[src/rtl/byte_striping.sv]
// byte_striping: transmit-side byte striper. Accepts one byte per valid
// cycle and deals consecutive bytes round-robin onto four lanes. Each
// completed or flushed group is presented as one registered 4-lane word
// with a single-cycle valid_out strobe and a mask of the lanes holding
// real data.
module byte_striping #(
    parameter int                DATA_W = 8,
    parameter logic [DATA_W-1:0] PAD    = 8'h00
) (
    input  logic              clk,
    input  logic              reset_L,
    input  logic [DATA_W-1:0] data_in,
    input  logic              valid_in,
    input  logic              sync_in,
    input  logic              flush_in,
    output logic [DATA_W-1:0] Lane_0,
    output logic [DATA_W-1:0] Lane_1,
    output logic [DATA_W-1:0] Lane_2,
    output logic [DATA_W-1:0] Lane_3,
    output logic              valid_out,
    output logic [3:0]        lane_mask,
    output logic [1:0]        ctr_3
);

    typedef enum logic {
        COLLECT = 1'b0,
        EMIT    = 1'b1
    } state_t;

    state_t            state, state_nxt;
    logic [DATA_W-1:0] hold      [4];
    logic [DATA_W-1:0] comb_data [4];
    logic [3:0]        fill;
    logic [3:0]        comb_fill;
    logic              full;
    logic              do_emit;

    // The strobe is high exactly in the cycle spent in EMIT.
    assign valid_out = (state == EMIT);

    // State register.
    // NOTE: sequential state uses non-blocking (<=) so every register samples
    // pre-edge values; blocking (=) here would create order-dependent races.
    always_ff @(posedge clk or negedge reset_L) begin
        if (!reset_L) state <= COLLECT;
        else          state <= state_nxt;
    end

    // Combined group (holding registers plus this cycle's byte) and next state.
    // NOTE: every variable gets a default at the top so no path leaves one
    // unassigned, which would infer a latch.
    always_comb begin
        comb_fill = fill;
        for (int i = 0; i < 4; i++) begin
            comb_data[i] = hold[i];
            if (valid_in && ctr_3 == 2'(i)) begin
                comb_data[i] = data_in;
                comb_fill[i] = 1'b1;
            end
        end
        full      = valid_in && (ctr_3 == 2'd3);
        // Sync outranks both a completing byte and a flush request.
        do_emit   = !sync_in && (full || (flush_in && comb_fill != 4'b0000));
        state_nxt = do_emit ? EMIT : COLLECT;
    end

    // Holding stage, lane counter and registered output word.
    // NOTE: the holding registers are a four-entry array, small enough that
    // resetting them costs nothing and keeps a stale partial group invisible.
    always_ff @(posedge clk or negedge reset_L) begin
        if (!reset_L) begin
            for (int i = 0; i < 4; i++) hold[i] <= '0;
            fill      <= 4'b0000;
            ctr_3     <= 2'd0;
            Lane_0    <= '0;
            Lane_1    <= '0;
            Lane_2    <= '0;
            Lane_3    <= '0;
            lane_mask <= 4'b0000;
        end else if (sync_in) begin
            // Realign: drop the partial group; a byte arriving now opens lane 0.
            if (valid_in) begin
                hold[0] <= data_in;
                fill    <= 4'b0001;
                ctr_3   <= 2'd1;
            end else begin
                fill    <= 4'b0000;
                ctr_3   <= 2'd0;
            end
        end else if (do_emit) begin
            Lane_0    <= comb_fill[0] ? comb_data[0] : PAD;
            Lane_1    <= comb_fill[1] ? comb_data[1] : PAD;
            Lane_2    <= comb_fill[2] ? comb_data[2] : PAD;
            Lane_3    <= comb_fill[3] ? comb_data[3] : PAD;
            lane_mask <= comb_fill;
            fill      <= 4'b0000;
            ctr_3     <= 2'd0;
        end else if (valid_in) begin
            hold[ctr_3] <= data_in;
            fill        <= comb_fill;
            ctr_3       <= ctr_3 + 2'd1;
        end
    end

endmodule
[config.mk]
export PLATFORM = sky130hd
export DESIGN_NAME = byte_striping
export DESIGN_NICKNAME = d
export VERILOG_FILES = /design/src/rtl/byte_striping.sv
export SDC_FILE = /design/constraint.sdc
export NUM_CORES = 1
export LEC_CHECK = 0
export ABC_AREA = 0
export CAP_MARGIN = 20
export CORE_MARGIN = 4
export CORE_UTILIZATION = 45
export CTS_CLUSTER_SIZE = 16
export DETAILED_ROUTE_END_ITERATION = 8
export PLACE_DENSITY = 0.74
export SLEW_MARGIN = 20
export SYNTH_ARGS = -nofsm -noshare
export SYNTH_HDL_FRONTEND = slang
export SYNTH_SLANG_ARGS = --single-unit
export TNS_END_PERCENT = 20
[constraint.sdc]
create_clock -name clk -period 3.5 [get_ports clk]
set_input_delay 0.7 -clock clk [delete_from_list [all_inputs] [get_ports clk]]
set_output_delay 0.7 -clock clk [all_outputs]
set_load 0.005 [all_outputs]
# ---- Word-level counts from Yosys, hierarchy flattened
# Index checks and enable logic that the tools add are counted.
dict set report word_totals {
  in_bits 13
  register_bits 75
  wordCells 67
  output_inout_bits 39
}
dict set report classes {
  n_bitwise 3
  order_cmp 2
  n_eq_ne 5
  muxes 28
  n_reduce_logical 16
  addsub 1
}
# cell n
set ops {}
lappend ops {{2-to-1 mux 8 bit} 11}
lappend ops {{2-to-1 mux 32 bit} 2}
lappend ops {{bitwise mux 32 bit} 1}
lappend ops {{demux 8 bit (select 2 bit)} 1}
lappend ops {{2-to-1 mux 4 bit} 3}
lappend ops {{logical AND 1 bit} 7}
lappend ops {{2-to-1 mux 1 bit} 7}
lappend ops {{2-to-1 mux 2 bit} 3}
lappend ops {{AND reduction 3 bit} 2}
lappend ops {{== test 2 bit, second input constant} 2}
lappend ops {{!= test 2 bit, second input constant} 2}
lappend ops {{nonzero test 4 bit} 1}
lappend ops {{greater-or-equal comparator 3 bit, second input constant} 1}
lappend ops {{less-than comparator 3 x 1 -> 1 bit, second input constant} 1}
lappend ops {{NOT 2 -> 3 bit} 1}
lappend ops {{nonzero test 3 bit} 1}
lappend ops {{adder 2 x 1 -> 2 bit, second input constant} 1}
lappend ops {{== test 2 x 1 -> 1 bit, second input constant} 1}
lappend ops {{zero test 2 bit} 1}
lappend ops {{NOT 1 bit} 2}
lappend ops {{AND reduction 2 bit} 1}
lappend ops {{nonzero test 2 bit} 1}
lappend ops {{zero test 1 bit} 1}
lappend ops {{logical OR 1 bit} 1}

# ---- Logic depth before layout (Yosys ltp)
# Gate-level depths: netlist of run 1.
dict set report logic_depth {
  depth_word 9
  depth_mapped 7
  depth_no_buf 5
}

# ---- Worst setup path after synthesis of run 1
# Ideal clock, no wire load.
dict set report synth_timing {
  kind {register to register}
  start {reg ctr_3[0]}
  end {reg hold[10] in the netlist's numbering}
  path_buffers 0
  slack_ns 1.447
  setup_time_ns 0.125
  path_stages_with_launch 6
  required_ns 3.375
  arrival_time_ns 1.928
  period_less_slack_ns 2.053
  cell_sequence {dfrtp_1 -> inv_1 -> ha_1 -> o31a_1 -> nor4_4 -> mux2_2}
}
dict set report synth_via {
  elab_chain_cells 9
  word_cells_on_any_way 25
  cone_classes {order compare (2); eq/ne (3); mux (7); bitwise (2); reduce/logical (11)}
}
# element line
set synth_rtl {}
lappend synth_rtl {{from (decl)} 22} ;# output logic [1:0] ctr_3
lappend synth_rtl {{from (signal assigned)} 101} ;# ctr_3 <= ctr_3 + 2'd1;
lappend synth_rtl {{== test 2 x 1 -> 1 bit (tied with other cells)} 56} ;# if (valid_in && ctr_3 == 2'(i)) begin
lappend synth_rtl {{logical AND 1 bit, on equally long branches} {56, 61}}
lappend synth_rtl {{2-to-1 mux 1 bit} 56}
lappend synth_rtl {{nonzero test 4 bit} 63} ;# do_emit = !sync_in && (full || (flush_in && comb_fill != 4'b0000));
lappend synth_rtl {{logical AND 1 bit} 63}
lappend synth_rtl {{logical OR 1 bit} 63}
lappend synth_rtl {{logical AND 1 bit} 63}
lappend synth_rtl {{NOT 1 bit (no source line)} n/a}
lappend synth_rtl {{AND reduction 3 bit (no source line)} n/a}
lappend synth_rtl {{to (signal, indexed assignment)} 99} ;# hold[ctr_3] <= data_in;
lappend synth_rtl {{to (decl)} 31} ;# logic [DATA_W-1:0] hold [4];
# Several ways; a longest one is shown, not always the timed one.
# A chain may end at the register's enable or synchronous reset.

# ---- Final worst setup path of run 1
dict set report layout_timing {
  start {reg ctr_3[0]}
  end {reg lane_mask[0]}
}
dict set report layout_via {
  elab_chain_cells 8
  word_cells_on_any_way 17
  cone_classes {eq/ne (3); mux (4); reduce/logical (10)}
}
# element line
set layout_rtl {}
lappend layout_rtl {{== test 2 x 1 -> 1 bit (tied with other cells)} 56}
lappend layout_rtl {{logical AND 1 bit, on equally long branches} {56, 61}}
lappend layout_rtl {{2-to-1 mux 1 bit} 56}
lappend layout_rtl {{nonzero test 4 bit} 63}
lappend layout_rtl {{logical AND 1 bit} 63}
lappend layout_rtl {{logical OR 1 bit} 63}
lappend layout_rtl {{logical AND 1 bit} 63}
lappend layout_rtl {{AND reduction 2 bit (no source line)} n/a}
lappend layout_rtl {{to (signal assigned)} 95} ;# lane_mask <= comb_fill;
lappend layout_rtl {{to (decl)} 21} ;# output logic [3:0] lane_mask,
# Several ways; a longest one is shown, not always the timed one.

==> metrics.yaml, run 1 <==
synthesis:
  synth_area_mm2: 0.00347
  synth_top_family_by_area: "multiplexers"
  synth_compound_area_share_pct: 9.81
  synth_warnings: 0
  syn_nets: 318
  synth.avg_cell_area_um2: 11.5
  ys_seq_area_share_pct: 54.1
  netlist_instances: 301
  synthMuxAreaShare_pct: 17.9
  yosysTopAreaCell: "dfrtp_1"
  synth_area_leaders: "dfrtp_1, mux2i_1, mux2_2"
  yosys.area_share.adder_pct: 1.44
  ys_types: 29
  synth_xor_area_share_pct: 0
  ys_seq_elements: 75
  yosysTopAreaCellShare_pct: 54.1
  synth-simple-area-share_pct: 9.26
cells_and_area:
  final_common_cell: "dfrtp_1"
  n_fill_cell: 638
  final_cells: 445
  num_antenna_cells: 0
  mostFrequentLayoutCells: "dfrtp_1, clkdlybuf4s50_1, inv_1, mux2i_1, and3_1"
  post-route-util_pct: 58.2
  multi_input_area_mm2: 0.00135
  area.growth.synth_to_final_pct: 23.5
  drive_gt1_share_pct: 15.0
  seqCellArea_mm2: 0.00188
  final_nets: 358
routing:
  drc: 0
  ant_nets: 0
  route.vias.total: 2404
  postRouteWirelength_um: 7360
  via_per_inst: 5.40
  drt-pass1-iter-count: 4
  routedWlPerCell_um: 16.5
  initialDrtViolationCount: 106
critical_path:
  critPathCaptureType: "register"
  start_kind: "register"
  crit_fanout: 37
  worstSetupPathType: "reg -> reg"
  cp.arrival_ns: 2.78
  required_ns: 3.72
global_route:
  grtUsageTotal_pct: 17.9
  grt_pass1_wl_um: 12400
  antenna_found_initial: 0
  grt_max_degree: 49
  grt_pass1_vias: 2528
  grt.overflow.total: 0
sta:
  layout_setup_ws_ns: 0.944
  hold_viol: 0
  worst_slew_pin_slew_ns: 0.682
  setup_viol: 0
  clock_skew_ns: 0.00469
  slew_violations: 0
  slew_headroom_pct: 54.0
  setup_tns_ns: 0
  rsz0062_at_grt: "no"
  fmax_mhz: 391
  final_min_period_over_clock_period_pct: 73.0
  min_period_ns: 2.56
cts:
  cts_buffers: 9
  root_buffer: "clkbuf_8"
  clkTransAtPathRegs_ns: 0.08
  cts_buffer_depth: 2
  cts_setup_buffers: 0
  cts_tree: "yes"
  cts_sinks: 75
  cts-htree-levels: 3
  cts_resized: 0
  clk_latency_ns: 0.34
  ctsHoldBuffers: 0
die:
  io_pins: 52
  rows: 31
  die_area_mm2: 0.00918
  chipHeight_um: 95.8
  start_util_pct: 47.1
  core-area_mm2: 0.00737
  die-width_um: 95.8
placement:
  dp_hpwl_um: 4830
  io_buffers: 51
  place_inst: 429
  preCtsSetupSlack_ns: 0.684
  place.gp.congestion: 0.864
job:
  maxCapViolations: 0
pwr:
  powerDensity_mw_per_mm2: 536
  switchingPower_mw: 0.574
  ir_drop_mv: 0.273
  seqPwrFrac_pct: 46.9
  power_frac_clock_pct: 34.2
  p_int_mw: 1.72
  p_comb_share_pct: 18.9
  leakage_nw: 1.92
  switching_share_pct: 25.0
outcome:
  status: "finished, final reports clean"
worst_hold_path:
  hp-class: "in -> async"
-- per-layer routing --
metal	wire (um)	vias to the layer above	track usage, %
met5	0	-	0
li1	-	1145	-
met1	3310	1176	23.4
met3	348	17	3.36
met2	3510	66	28.5
met4	189	0	8.77
-- cells in the mapped netlist --
master	count
a2111o_1	1
a211oi_1	3
a21oi_1	2
a2bb2oi_1	1
a31oi_1	33
and3_1	33
buf_2	4
buf_4	3
clkbuf_1	19
dfrtp_1	75
ha_1	4
inv_1	39
mux2_2	25
mux2i_1	34
nand2_1	9
nand2b_1	1
nand3b_1	2
nor2_1	1
nor3b_1	1
nor4_4	2
o21ai_2	1
o2bb2ai_1	1
o311ai_0	1
o31a_1	1
o32a_1	1
o41a_1	1
o41ai_1	1
o41ai_2	1
or2_2	1
-- critical path: stages (launching register included) --
cell and delay [ns]:
dfrtp_1 0.47, ha_1 0.57, nand2_1 0.41, a31oi_4 0.31, buf_12 0.26, mux2_2 0.37
-- per-stage QoR --
stage	cell area, um^2	hold WS (ns)	power [mW]
global placement	4040	0.366	1.52
CTS	4280	0.388	2.33
floorplan	3470	0.404	1.30
global route	4290	0.378	2.43
finish	4290	0.350	2.30
detailed placement	4040	0.369	1.53
-- final timing paths --
check	start	to	slack (ns)	cells after the start
setup reg to reg	ctr_3[0]	lane_mask[0]	0.94	5
hold reg to reg	hold[2]	hold[2]	0.38	0
max in group asynchronous	reset_L	Lane_3[4]	2.41	2
setup / recovery	ctr_3[0]	lane_mask[0]	0.94	5
hold / removal	reset_L	Lane_1[3]	0.35	1
min in group clk	hold[2]	hold[2]	0.38	0
-- power groups by stage --
stage / Sequential (mW) / Clock [mW] / Combinational, mW
finish: 1.08 / 0.785 / 0.435
global route: 1.10 / 0.850 / 0.486
CTS: 1.08 / 0.807 / 0.443
detailed placement: 1.09 / 0 / 0.440
global placement: 1.09 / 0 / 0.429
floorplan: 1.08 / 0 / 0.223
-- area by class of cell --
type | count | share of cell area [%]
Sequential cell | 75 | 43.8
Multi-Input combinational cell | 161 | 31.5
Timing Repair Buffer | 55 | 12.8
Inverter | 39 | 3.42
Clock buffer | 9 | 2.89
Tap cell | 99 | 2.89
Clock inverter | 7 | 2.71
-- registers in the layout, summed over array words and instances (netlist names) --
name       count
Lane_0         8
Lane_3         8
fill           4
valid_out      1
ctr_3          2
hold          32
Lane_2         8
Lane_1         8
lane_mask      4
-- logic make-up after synthesis --
kind of cell / Yosys count
mux: 59
compound gates: 48
flops: 75
simple gates: 50
buf+inv: 65
fa+ha+maj: 4
Power figures use the tool's default switching activity.
==> inputs of run 2 (changes only) <==
- PLACE_DENSITY: 0.74 -> 0.77
- clock period: 3.5 -> 2.3 ns (I/O delays scaled with it)
==> metrics.yaml, run 2 (synthesis results as in run 1) <==
sta:
  worst_slew_pin_slew_ns: 0.592  # -0.0903 ns
  slew_headroom_pct: 59.9  # +6.0 points
  hold_viol: 0  # unchanged
  setup_tns_ns: 0  # unchanged
  slew_violations: 0  # unchanged
  fmax_mhz: 472  # +21%
  final_min_period_over_clock_period_pct: 92.0  # +19 points
  min_period_ns: 2.12  # -0.439 ns
  layout_setup_ws_ns: 0.183  # -0.761 ns
  hold_slack_ns: 0.0463  # -0.304 ns
  clock_skew_ns: 0.00598  # +0.00129 ns
  setup_viol: 0  # unchanged
  rsz0062_at_grt: "no"
cts:
  cts_buffer_depth: 2  # unchanged
  cts_buffers: 9  # unchanged
  root_buffer: "clkbuf_8"
  cts_sinks: 75  # unchanged
  cts_tree: "yes"
  cts-htree-levels: 3  # unchanged
  clkTransAtPathRegs_ns: 0.07  # about the same
  ctsHoldBuffers: 0  # unchanged
  clk_latency_ns: 0.34  # about the same
cells_and_area:
  area.growth.synth_to_final_pct: 24.9
  num_antenna_cells: 0  # unchanged
  final_common_cell: "dfrtp_1"
  drive_gt1_share_pct: 18.0  # +3.0 points
  final_cells: 460  # +3.4%
  largest-register: "hold"
  mostFrequentLayoutCells: "dfrtp_1, clkdlybuf4s50_1, inv_1, mux2i_1, and3_1"
  final_nets: 374  # +4.5%
  largest_register_ffs: 32  # unchanged
die:
  die_area_mm2: 0.00918  # unchanged
  chipHeight_um: 95.8  # unchanged
  die-width_um: 95.8  # unchanged
  io_pins: 52  # unchanged
  core-area_mm2: 0.00737  # unchanged
  start_util_pct: 47.1  # unchanged
  rows: 31  # unchanged
pwr:
  powerDensity_mw_per_mm2: 736  # +37%
  leakage_nw: 1.97  # +2.7%
  ir_drop_mv: 0.488  # +79%
critical_path:
  slowest_stage: "dfrtp_1"
  r2r_slack_ns: 0.18  # -0.76 ns
  worstSetupPathType: "reg -> reg"
  required_ns: 2.52  # -1.20 ns
  worstPathCellList: "inv_1 > ha_1 > o31a_1 > nor4_4 > buf_4 > mux2_2"
  start_kind: "register"
  cp.arrival_ns: 2.34  # -0.44 ns
  max_stage_delay_ns: 0.42  # -0.15 ns
  critPathCaptureType: "register"
  crit_fanout: 8  # -78%
outcome:
  status: "finished, final reports clean"
job:
  maxCapViolations: 0  # unchanged
routing:
  postRouteWirelength_um: 7760  # +5.3%
  via_per_inst: 5.38  # -0.40%
  ant_nets: 0  # unchanged
  routedWlPerCell_um: 16.9  # +1.9%
  drt-pass1-iter-count: 5  # +1
  initialDrtViolationCount: 78  # -26%
  drc: 0  # unchanged
  route.vias.total: 2475  # +3.0%
placement:
  dp_hpwl_um: 5410  # +12%
  place.gp.congestion: 0.810  # -6.2%
  preCtsSetupSlack_ns: 0.0102  # -0.674 ns
  place_inst: 445  # +3.7%
  io_buffers: 51  # unchanged
global_route:
  grtUsageTotal_pct: 18.2  # +0.30 points
  grt_pass1_vias: 2612  # +3.3%
  grt.overflow.total: 0  # unchanged
  grt_max_degree: 43  # -12%
  grt_pass1_wl_um: 12600  # +1.4%
  antenna_found_initial: 0  # unchanged
worst_hold_path:
  hp-class: "in -> async"
-- run 2: cell types whose count changed in the layout (fill, tap and decap cells not counted), sizes merged --
| cell | previous run | this run |
|---|---|---|
| clkbuf | 9 | 12 |
| bufinv | 3 | 0 |
| clkinvlp | 1 | 0 |
| buf | 5 | 21 |
-- run 2: what timing repair did --
item / 4_1_cts / 5_1_grt
setup buffers: 0 / 0
endpoints found under the setup margin: 0 / 36
gates resized for setup: 0 / 1
hold endpoints to repair: 0 / 0
-- run 2: final cells by class --
| type | count | area [um^2] |
|---|---|---|
| fill | 606 | 3030 |
| sequential | 75 | 1880 |
| multi-input combinational | 161 | 1350 |
| timing repair buffer | 71 | 681 |
| inverter | 39 | 146 |
| clock buffer | 12 | 145 |
| tap | 99 | 124 |
| clock inverter | 3 | 15.0 |
-- run 2: critical path: cells and delay by family, from the launching register on --
kind	cells	cell delay, ns
buf+inv	2	0.31
flops	1	0.42
mux	1	0.35
simple gates	1	0.27
fa+ha+maj	1	0.24
compound gates	1	0.42
-- run 2: report_power, final --
group	total (mW)	leakage [nW]	switching [mW]	internal (mW)
combinational	0.709	0.897	0.304	0.405
clock	0.856	0.0860	0.445	0.411
sequential	1.63	0.987	0.107	1.52
-- run 2: path summary, 6_finish.rpt --
path,endpoint,from,cells past startpoint
max in group asynchronous,Lane_3[6],reset_L,2
worst max register to register,hold[17],ctr_3[1],6
worst min register to register,hold[3],hold[3],0
worst max-delay path,hold[17],ctr_3[1],6
min in group clk,hold[3],hold[3],0
worst min-delay path,hold[16],reset_L,1
-- run 2: per-stage QoR --
step,utilization [%],total power [mW],cell area (um^2)
after floorplan,-,1.98,3470
after global placement,56.7,2.33,4180
after detailed placement,56.7,2.37,4180
after CTS,58.8,3.23,4340
after global routing,58.8,3.37,4340
final,58.8,3.19,4340
-- run 2: routing by layer --
layer	track usage (%)	vias to the layer above	share of wire, %
li1	-	1164	-
met5	0	-	0
met3	2.74	16	4.7
met2	29.8	74	50
met1	22.9	1221	43
met4	10.4	0	2.3
